<file path="config.mk">
export PLATFORM = sky130hd
export DESIGN_NAME = qdec_bs_fetch
export DESIGN_NICKNAME = d
export VERILOG_FILES = /design/src/rtl/qdec_cabac_package.sv /design/src/rtl/qdec_sync_fifo.sv /design/src/rtl/qdec_bs_fetch.sv
export SDC_FILE = /design/constraint.sdc
export NUM_CORES = 1
export LEC_CHECK = 0
export ABC_AREA = 1
export CAP_MARGIN = 20
export CORE_MARGIN = 1
export CORE_UTILIZATION = 60
export DETAILED_ROUTE_END_ITERATION = 7
export GPL_ROUTABILITY_DRIVEN = 0
export HOLD_SLACK_MARGIN = 0.08
export PLACE_DENSITY = 0.93
export RECOVER_POWER = 50
export SETUP_SLACK_MARGIN = 0.5
export SYNTH_ARGS = -nofsm -noshare
export SYNTH_HDL_FRONTEND = slang
export SYNTH_SLANG_ARGS = --single-unit
</file>
<file path="constraint.sdc">
create_clock -name clk -period 4.7 [get_ports clk]
set_input_delay 0.705 -clock clk [delete_from_list [all_inputs] [get_ports clk]]
set_output_delay 0.705 -clock clk [all_outputs]
set_load 0.02 [all_outputs]
</file>
<file path="src/rtl/qdec_cabac_package.sv">
// rtl/qdec_cabac_package.sv - shared types and constants for the CABAC bitstream front end
package qdec_cabac_package;

    typedef enum logic [1:0] {
        IDLE  = 2'd0,
        FETCH = 2'd1,
        DRAIN = 2'd2,
        DONE  = 2'd3
    } t_bs_fetch_state_e;

    localparam logic [7:0] EPB_BYTE    = 8'h03;
    localparam int         BS_ZERO_RUN = 2;

endpackage

</file>
<file path="src/rtl/qdec_sync_fifo.sv">
// rtl/qdec_sync_fifo.sv - single-clock FIFO, read data shows the head entry, pointers advance on the clock
module qdec_sync_fifo #(
    parameter int WIDTH = 8,
    parameter int DEPTH = 8
) (
    input  logic                       clk,
    input  logic                       rst_n,
    input  logic                       wr_en_i,
    input  logic [WIDTH-1:0]           wr_data_i,
    input  logic                       rd_en_i,
    output logic [WIDTH-1:0]           rd_data_o,
    output logic [$clog2(DEPTH):0]     count_o,
    output logic                       empty_o
);

    localparam int AW = $clog2(DEPTH);

    logic [WIDTH-1:0] mem_q [DEPTH];
    logic [AW-1:0]    wptr_q, rptr_q;
    logic [AW:0]      count_q;

    always_ff @(posedge clk) begin
        if (wr_en_i) begin
            mem_q[wptr_q] <= wr_data_i;
        end
    end

    always_ff @(posedge clk or negedge rst_n) begin
        if (!rst_n) begin
            wptr_q  <= '0;
            rptr_q  <= '0;
            count_q <= '0;
        end else begin
            if (wr_en_i) wptr_q <= wptr_q + AW'(1);
            if (rd_en_i) rptr_q <= rptr_q + AW'(1);
            case ({wr_en_i, rd_en_i})
                2'b10:   count_q <= count_q + (AW+1)'(1);
                2'b01:   count_q <= count_q - (AW+1)'(1);
                default: count_q <= count_q;
            endcase
        end
    end

    assign rd_data_o = mem_q[rptr_q];
    assign count_o   = count_q;
    assign empty_o   = (count_q == '0);

endmodule

</file>
<file path="src/rtl/qdec_bs_fetch.sv">
// rtl/qdec_bs_fetch.sv - NAL payload fetcher with emulation-prevention byte removal
// Optional epb_cnt output enabled by QDEC_BS_EPB_CNT_EN.
module qdec_bs_fetch
    import qdec_cabac_package::*;
#(
    parameter int ADDR_W     = 20,
    parameter int LEN_W      = 20,
    parameter int FIFO_DEPTH = 8
) (
    input  logic              clk,
    input  logic              rst_n,
    input  logic              start,
    input  logic [ADDR_W-1:0] base_addr,
    input  logic [LEN_W-1:0]  byte_len,
    output logic              busy,
    output logic              done,
    output logic [ADDR_W-1:0] mem_raddr,
    output logic              mem_re,
    input  logic [7:0]        mem_rdata,
    output logic [7:0]        bitstreamFetch,
    output logic              bitstreamFetch_vld,
    input  logic              bitstreamFetch_rdy
`ifdef QDEC_BS_EPB_CNT_EN
    ,
    output logic [LEN_W-1:0]  epb_cnt
`endif
);

    localparam int CW = $clog2(FIFO_DEPTH) + 1;

    t_bs_fetch_state_e state_q, state_d;
    logic [ADDR_W-1:0] rd_addr_q, rd_addr_d;
    logic [LEN_W-1:0]  rd_left_q, rd_left_d;
    logic              inflight_q;
    logic [1:0]        zero_cnt_q, zero_cnt_d;
    logic [7:0]        out_data_q, out_data_d;
    logic              out_vld_q, out_vld_d;

    logic [7:0]        fifo_rdata;
    logic [CW-1:0]     fifo_count;
    logic              fifo_empty;
    logic [CW:0]       credit;
    logic              accept_start, issue, pop, drop;

    qdec_sync_fifo #(.WIDTH(8), .DEPTH(FIFO_DEPTH)) u_fifo (
        .clk       (clk),
        .rst_n     (rst_n),
        .wr_en_i   (inflight_q),
        .wr_data_i (mem_rdata),
        .rd_en_i   (pop),
        .rd_data_o (fifo_rdata),
        .count_o   (fifo_count),
        .empty_o   (fifo_empty)
    );

    // The read in flight already owns a FIFO slot, so it counts against the credit.
    assign credit       = (CW+1)'(fifo_count) + (CW+1)'(inflight_q);
    assign accept_start = (state_q == IDLE) && start;
    assign issue        = (state_q == FETCH) && (rd_left_q != '0) &&
                          (credit < (CW+1)'(FIFO_DEPTH));
    assign pop          = !fifo_empty && (!out_vld_q || bitstreamFetch_rdy);
    assign drop         = pop && (zero_cnt_q == 2'(BS_ZERO_RUN)) && (fifo_rdata == EPB_BYTE);

    always_ff @(posedge clk or negedge rst_n) begin
        if (!rst_n) state_q <= IDLE;
        else        state_q <= state_d;
    end

    always_comb begin
        state_d = state_q;
        case (state_q)
            IDLE:    if (start) state_d = (byte_len == '0) ? DONE : FETCH;
            FETCH:   if (rd_left_d == '0) state_d = DRAIN;
            DRAIN:   if (fifo_empty && !inflight_q && !out_vld_q) state_d = DONE;
            DONE:    state_d = IDLE;
            default: state_d = IDLE;
        endcase
    end

    always_comb begin
        busy   = (state_q != IDLE);
        done   = (state_q == DONE);
        mem_re = issue;
    end

    always_comb begin
        rd_addr_d = rd_addr_q;
        rd_left_d = rd_left_q;
        if (accept_start) begin
            rd_addr_d = base_addr;
            rd_left_d = byte_len;
        end else if (issue) begin
            rd_addr_d = rd_addr_q + ADDR_W'(1);
            rd_left_d = rd_left_q - LEN_W'(1);
        end
    end

    // A dropped 0x03 uses its pop slot but never reaches the output register.
    always_comb begin
        zero_cnt_d = zero_cnt_q;
        out_data_d = out_data_q;
        out_vld_d  = out_vld_q && !bitstreamFetch_rdy;
        if (accept_start) begin
            zero_cnt_d = '0;
        end else if (drop) begin
            zero_cnt_d = '0;
        end else if (pop) begin
            out_data_d = fifo_rdata;
            out_vld_d  = 1'b1;
            if (fifo_rdata != 8'h00)                     zero_cnt_d = '0;
            else if (zero_cnt_q != 2'(BS_ZERO_RUN))      zero_cnt_d = zero_cnt_q + 2'd1;
        end
    end

    always_ff @(posedge clk or negedge rst_n) begin
        if (!rst_n) begin
            rd_addr_q  <= '0;
            rd_left_q  <= '0;
            inflight_q <= 1'b0;
            zero_cnt_q <= '0;
            out_data_q <= '0;
            out_vld_q  <= 1'b0;
        end else begin
            rd_addr_q  <= rd_addr_d;
            rd_left_q  <= rd_left_d;
            inflight_q <= issue;
            zero_cnt_q <= zero_cnt_d;
            out_data_q <= out_data_d;
            out_vld_q  <= out_vld_d;
        end
    end

    assign mem_raddr          = rd_addr_q;
    assign bitstreamFetch     = out_data_q;
    assign bitstreamFetch_vld = out_vld_q;

`ifdef QDEC_BS_EPB_CNT_EN
    logic [LEN_W-1:0] epb_cnt_q;

    always_ff @(posedge clk or negedge rst_n) begin
        if (!rst_n)                         epb_cnt_q <= '0;
        else if (accept_start)              epb_cnt_q <= '0;
        else if (drop && (epb_cnt_q != '1)) epb_cnt_q <= epb_cnt_q + LEN_W'(1);
    end

    assign epb_cnt = epb_cnt_q;
`endif

endmodule

</file>
==> summary.txt <==
STA
  • Final period utilization: 83.2%
  • Least-Margin Pin Slew: approximately 3.5 ns
  • RSZ-0062 raised after global routing: false
  • Clock tree skew after final layout: 0.00693 ns
  • Final worst path period need: slightly below 4 ns
  • Fmax: ~0.26 GHz
  • Final Hold Fails: 0
  • Relative slew slack: -131%
  • Max-slew violation count: 65
  • Hold WS: between 0.4 and 0.5 ns
  • Final setup violation count: 0
  • Final TNS setup: 0 ns

Detailed routing
  • First drt pass iteration count: 6
  • Via count: just over 6,000
  • Drt wl/cell: 16.6 µm
  • DR DRC count: 0
  • Vias per cell: roughly 6
  • Antenna viol nets, final: 0
  • 1st-iter DRT viols: around 650
  • Routed WL: around 17,000 µm

Synthesis
  • Post-synth EDFFs: between 60 and 70
  • Synth cell types: 43
  • Top_reg_cell synth: edfxtp_1
  • Synthesized area: 6740 µm²
  • Avg Inst Size Synth: approximately 8.4 µm²
  • Largest area contributor in the synthesized netlist: edfxtp_1
  • Simple-Gate Fraction of Synth Area: around 28%
  • Post-synth top area share: approximately 29%
  • Portion of netlist area occupied by mux cells: less than 1%
  • Ranking of synthesized cells by area: edfxtp_1 29%, dfrtp_1 24%, nand2_1 13%
  • Asr flop ratio synth: approximately 50%
  • Synthesized Nets: a little under 900
  • Synth Warn #: 0
  • Most common cell in the netlist: nand2_1
  • Seq cells post-synth: 128
  • Largest family of logic cells by synthesized area: simple AND/OR/NAND/NOR gates
  • Post-Synth Adder-Cell Area: between 2 and 3%
  • Cell count after synthesis: 806
  • Post-synthesis sequential area ratio: ~52%
  • Post-synthesis xor/xnor area fraction: roughly 2.5%
  • Most frequent cells after synthesis: 229 x nand2_1, 117 x nor2_1, 64 x dfrtp_1, 64 x edfxtp_1, 64 x inv_1
  • Complex-gate fraction of the synthesized area: 8.04%

Floorplanning
  • # IOs: 84
  • Core footprint: 10,900 µm²
  • Die width: around 110 µm
  • Row count: 38
  • Initial core utilization: 61.9%
  • Die area: between 10,000 and 15,000 µm²
  • Die Height: 108 µm

Clock tree
  • H-Tree Depth: 4
  • Clk pin slew, worst setup/hold paths: about 0.060 ns
  • Clock root cell: clkbuf_8
  • Postcts setup bufs: 0
  • Hold-fix buffers, CTS: 0
  • CTS resizes: 0
  • Total CTS buffers: 17
  • Clk sinks: 128
  • CTS tree: built
  • Max clock buf depth: 2
  • Worst skew pair latency: 0.54 ns

Placement
  • Port bufs: 83
  • DP Cell Count: a little over 1,000
  • Hpwl dp: approximately 11,000 µm

Worst setup path
  • WP data arrival: around 3.2 ns
  • Startpoint types: register
  • R2r setup slk: about 1.4 ns
  • Critical path data required time: 3.99 ns
  • Critical path type: register to output port
  • RR Endpoint: state_q[0]$_DFFE_PN0P_
  • CP cell instances: inv_1 -> ha_1 -> nand2_2 -> nor2_4 -> nand3_4 -> nand2_4 -> inv_2 -> clkdlybuf4s50_1
  • Max stage delay on crit path: roughly 0.6 ns
  • Cell at the slowest stage of the critical path: clkdlybuf4s50_1
  • Max FO, Critical Path: 26
  • Worst R2R Start: rd_left_q[0]$_DFF_PN0_
  • R2R depth: 19
  • Worst setup path start: rd_left_q[0]$_DFF_PN0_
  • Crit end category: output port
  • Crit path to: mem_re

Worst hold path
  • Hold crit path type: register to register

Global routing
  • Vias in the first global route: about 5,800
  • First-pass GRT wire length: 27,600 µm
  • Initial antenna violation count: 0
  • Largest net degree at the start of global routing: 65
  • Gr ovfl total: 0
  • GRT Total Usage: about 31%

Pwr
  • Leakage: 3.53 nW
  • Cell Int Power: 3.18 mW
  • Part of the power in registers: approximately 33%
  • Total power per unit cell area: between 600 and 700 nW/µm²
  • VDD IR max: between 0.4 and 0.5 mV
  • Combinational share of power: a little over two fifths
  • Clock Power Share: a little under a quarter
  • Sw frac: between 40 and 50%
  • Sw power: between 2 and 2.5 mW

Finish
  • Share of layout cells above drive strength 1: under 10%
  • Final Core Density: ~76%
  • Final Non-Filler Cells: 1,040
  • Diodes inserted: 0
  • Final nets: 953
  • Layout area overhead: 22.3%

Run status
  • Violated checks: max-capacitance violations, max-slew violations
  • Status: finished with violations

Run
  • # Max-Cap Violations: 1
## metal layers
metal  vias up  global-route usage [%]  wire length, µm
met5         -                       0                0
met4         0                    16.1              541
met3        67                    8.20             1730
met2       382                    47.6             8110
met1      2852                    41.2             6850
li1       2832                       -                -
## through the flow
step	setup slack (ns)	instance area, µm²	total power [mW]
after floorplan	2.39	6740	3.44
after global placement	1.37	7650	4.06
after detailed placement	1.25	7650	4.17
after CTS	0.841	8250	5.56
after global routing	0.601	8240	5.95
final	0.792	8240	5.61
## cell type report
cell class / instances / area [µm²]
Timing Repair Buffer: 88 / 860
Inverter: 70 / 263
Sequential cell: 128 / 3520
Multi-Input combinational cell: 582 / 2830
Clock buffer: 17 / 414
Tap cell: 140 / 175
Fill cell: 644 / 2650
Clock inverter: 15 / 183
## cell families after synthesis
family,after synthesis
AND/OR/NAND/NOR,448
adder cells (fa/ha/maj),14
buffers and inverters,96
AO/OA/AOI/OAI,98
XOR/XNOR,19
multiplexers,3
flip-flops,128
## how the worst min path moves through the flow
stage	startpoint	endpoint	slack [ns]	depth (start not counted)
after floorplan	rst_n	bitstreamFetch[0]$_DFFE_PN0P_	0.41	0
after global placement	bitstreamFetch[0]$_DFFE_PN0P_	bitstreamFetch[0]$_DFFE_PN0P_	0.46	2
after detailed placement	bitstreamFetch[4]$_DFFE_PN0P_	bitstreamFetch[4]$_DFFE_PN0P_	0.47	2
after CTS	rst_n	mem_raddr[3]$_DFFE_PN0P_	0.37	2
after global routing	bitstreamFetch[4]$_DFFE_PN0P_	bitstreamFetch[4]$_DFFE_PN0P_	0.50	2
final	bitstreamFetch[4]$_DFFE_PN0P_	bitstreamFetch[4]$_DFFE_PN0P_	0.48	2
## state kept, by name (all words and copies together) (netlist names)
| register | cells |
|---|---|
| bitstreamFetch | 8 |
| bitstreamFetch_vld | 1 |
| inflight_q | 1 |
| mem_raddr | 20 |
| rd_left_q | 20 |
| state_q | 2 |
| u_fifo.count_o | 4 |
| u_fifo.mem_q | 64 |
| u_fifo.rptr_q | 3 |
| u_fifo.wptr_q | 3 |
| zero_cnt_q | 2 |
## placed cells by master, fill, tap and decap left out, types with 3 or more instances in the layout
cell type,n
clkdlybuf4s50_1,73
nor2_2,6
nand3_1,50
nor3_1,11
clkinv_4,4
clkbuf_16,16
o21ai_0,53
o21ai_1,6
xor2_1,16
nor4_1,4
o211ai_1,3
inv_2,4
or2_2,6
mux2i_1,3
nand4_1,12
ha_1,13
nand2_1,228
xnor2_1,3
edfxtp_1,64
o22ai_1,15
nor2_1,117
bufinv_16,3
inv_1,64
dfrtp_1,64
clkinv_2,3
a31oi_1,3
nand2_2,4
nand3b_1,3
dlygate4sd3_1,9
a21oi_1,11
buf_4,4
inv_6,4
## power by group through the flow
| stage | clock network, mW | logic (mW) | registers [mW] |
|---|---|---|---|
| detailed placement | 0 | 2.36 | 1.81 |
| CTS | 1.33 | 2.42 | 1.80 |
| global placement | 0 | 2.26 | 1.80 |
| floorplan | 0 | 1.61 | 1.83 |
| finish | 1.33 | 2.46 | 1.82 |
| global route | 1.38 | 2.72 | 1.85 |
## worst max-delay path, delay by kind of cell (launching register included)
kind,cells,cell delay [ns]
buffers and inverters,3,1.06
and+or+nand+nor,4,0.93
DFF,1,0.38
adders and majority gates,1,0.29
(Power assumes the default switching activity.)
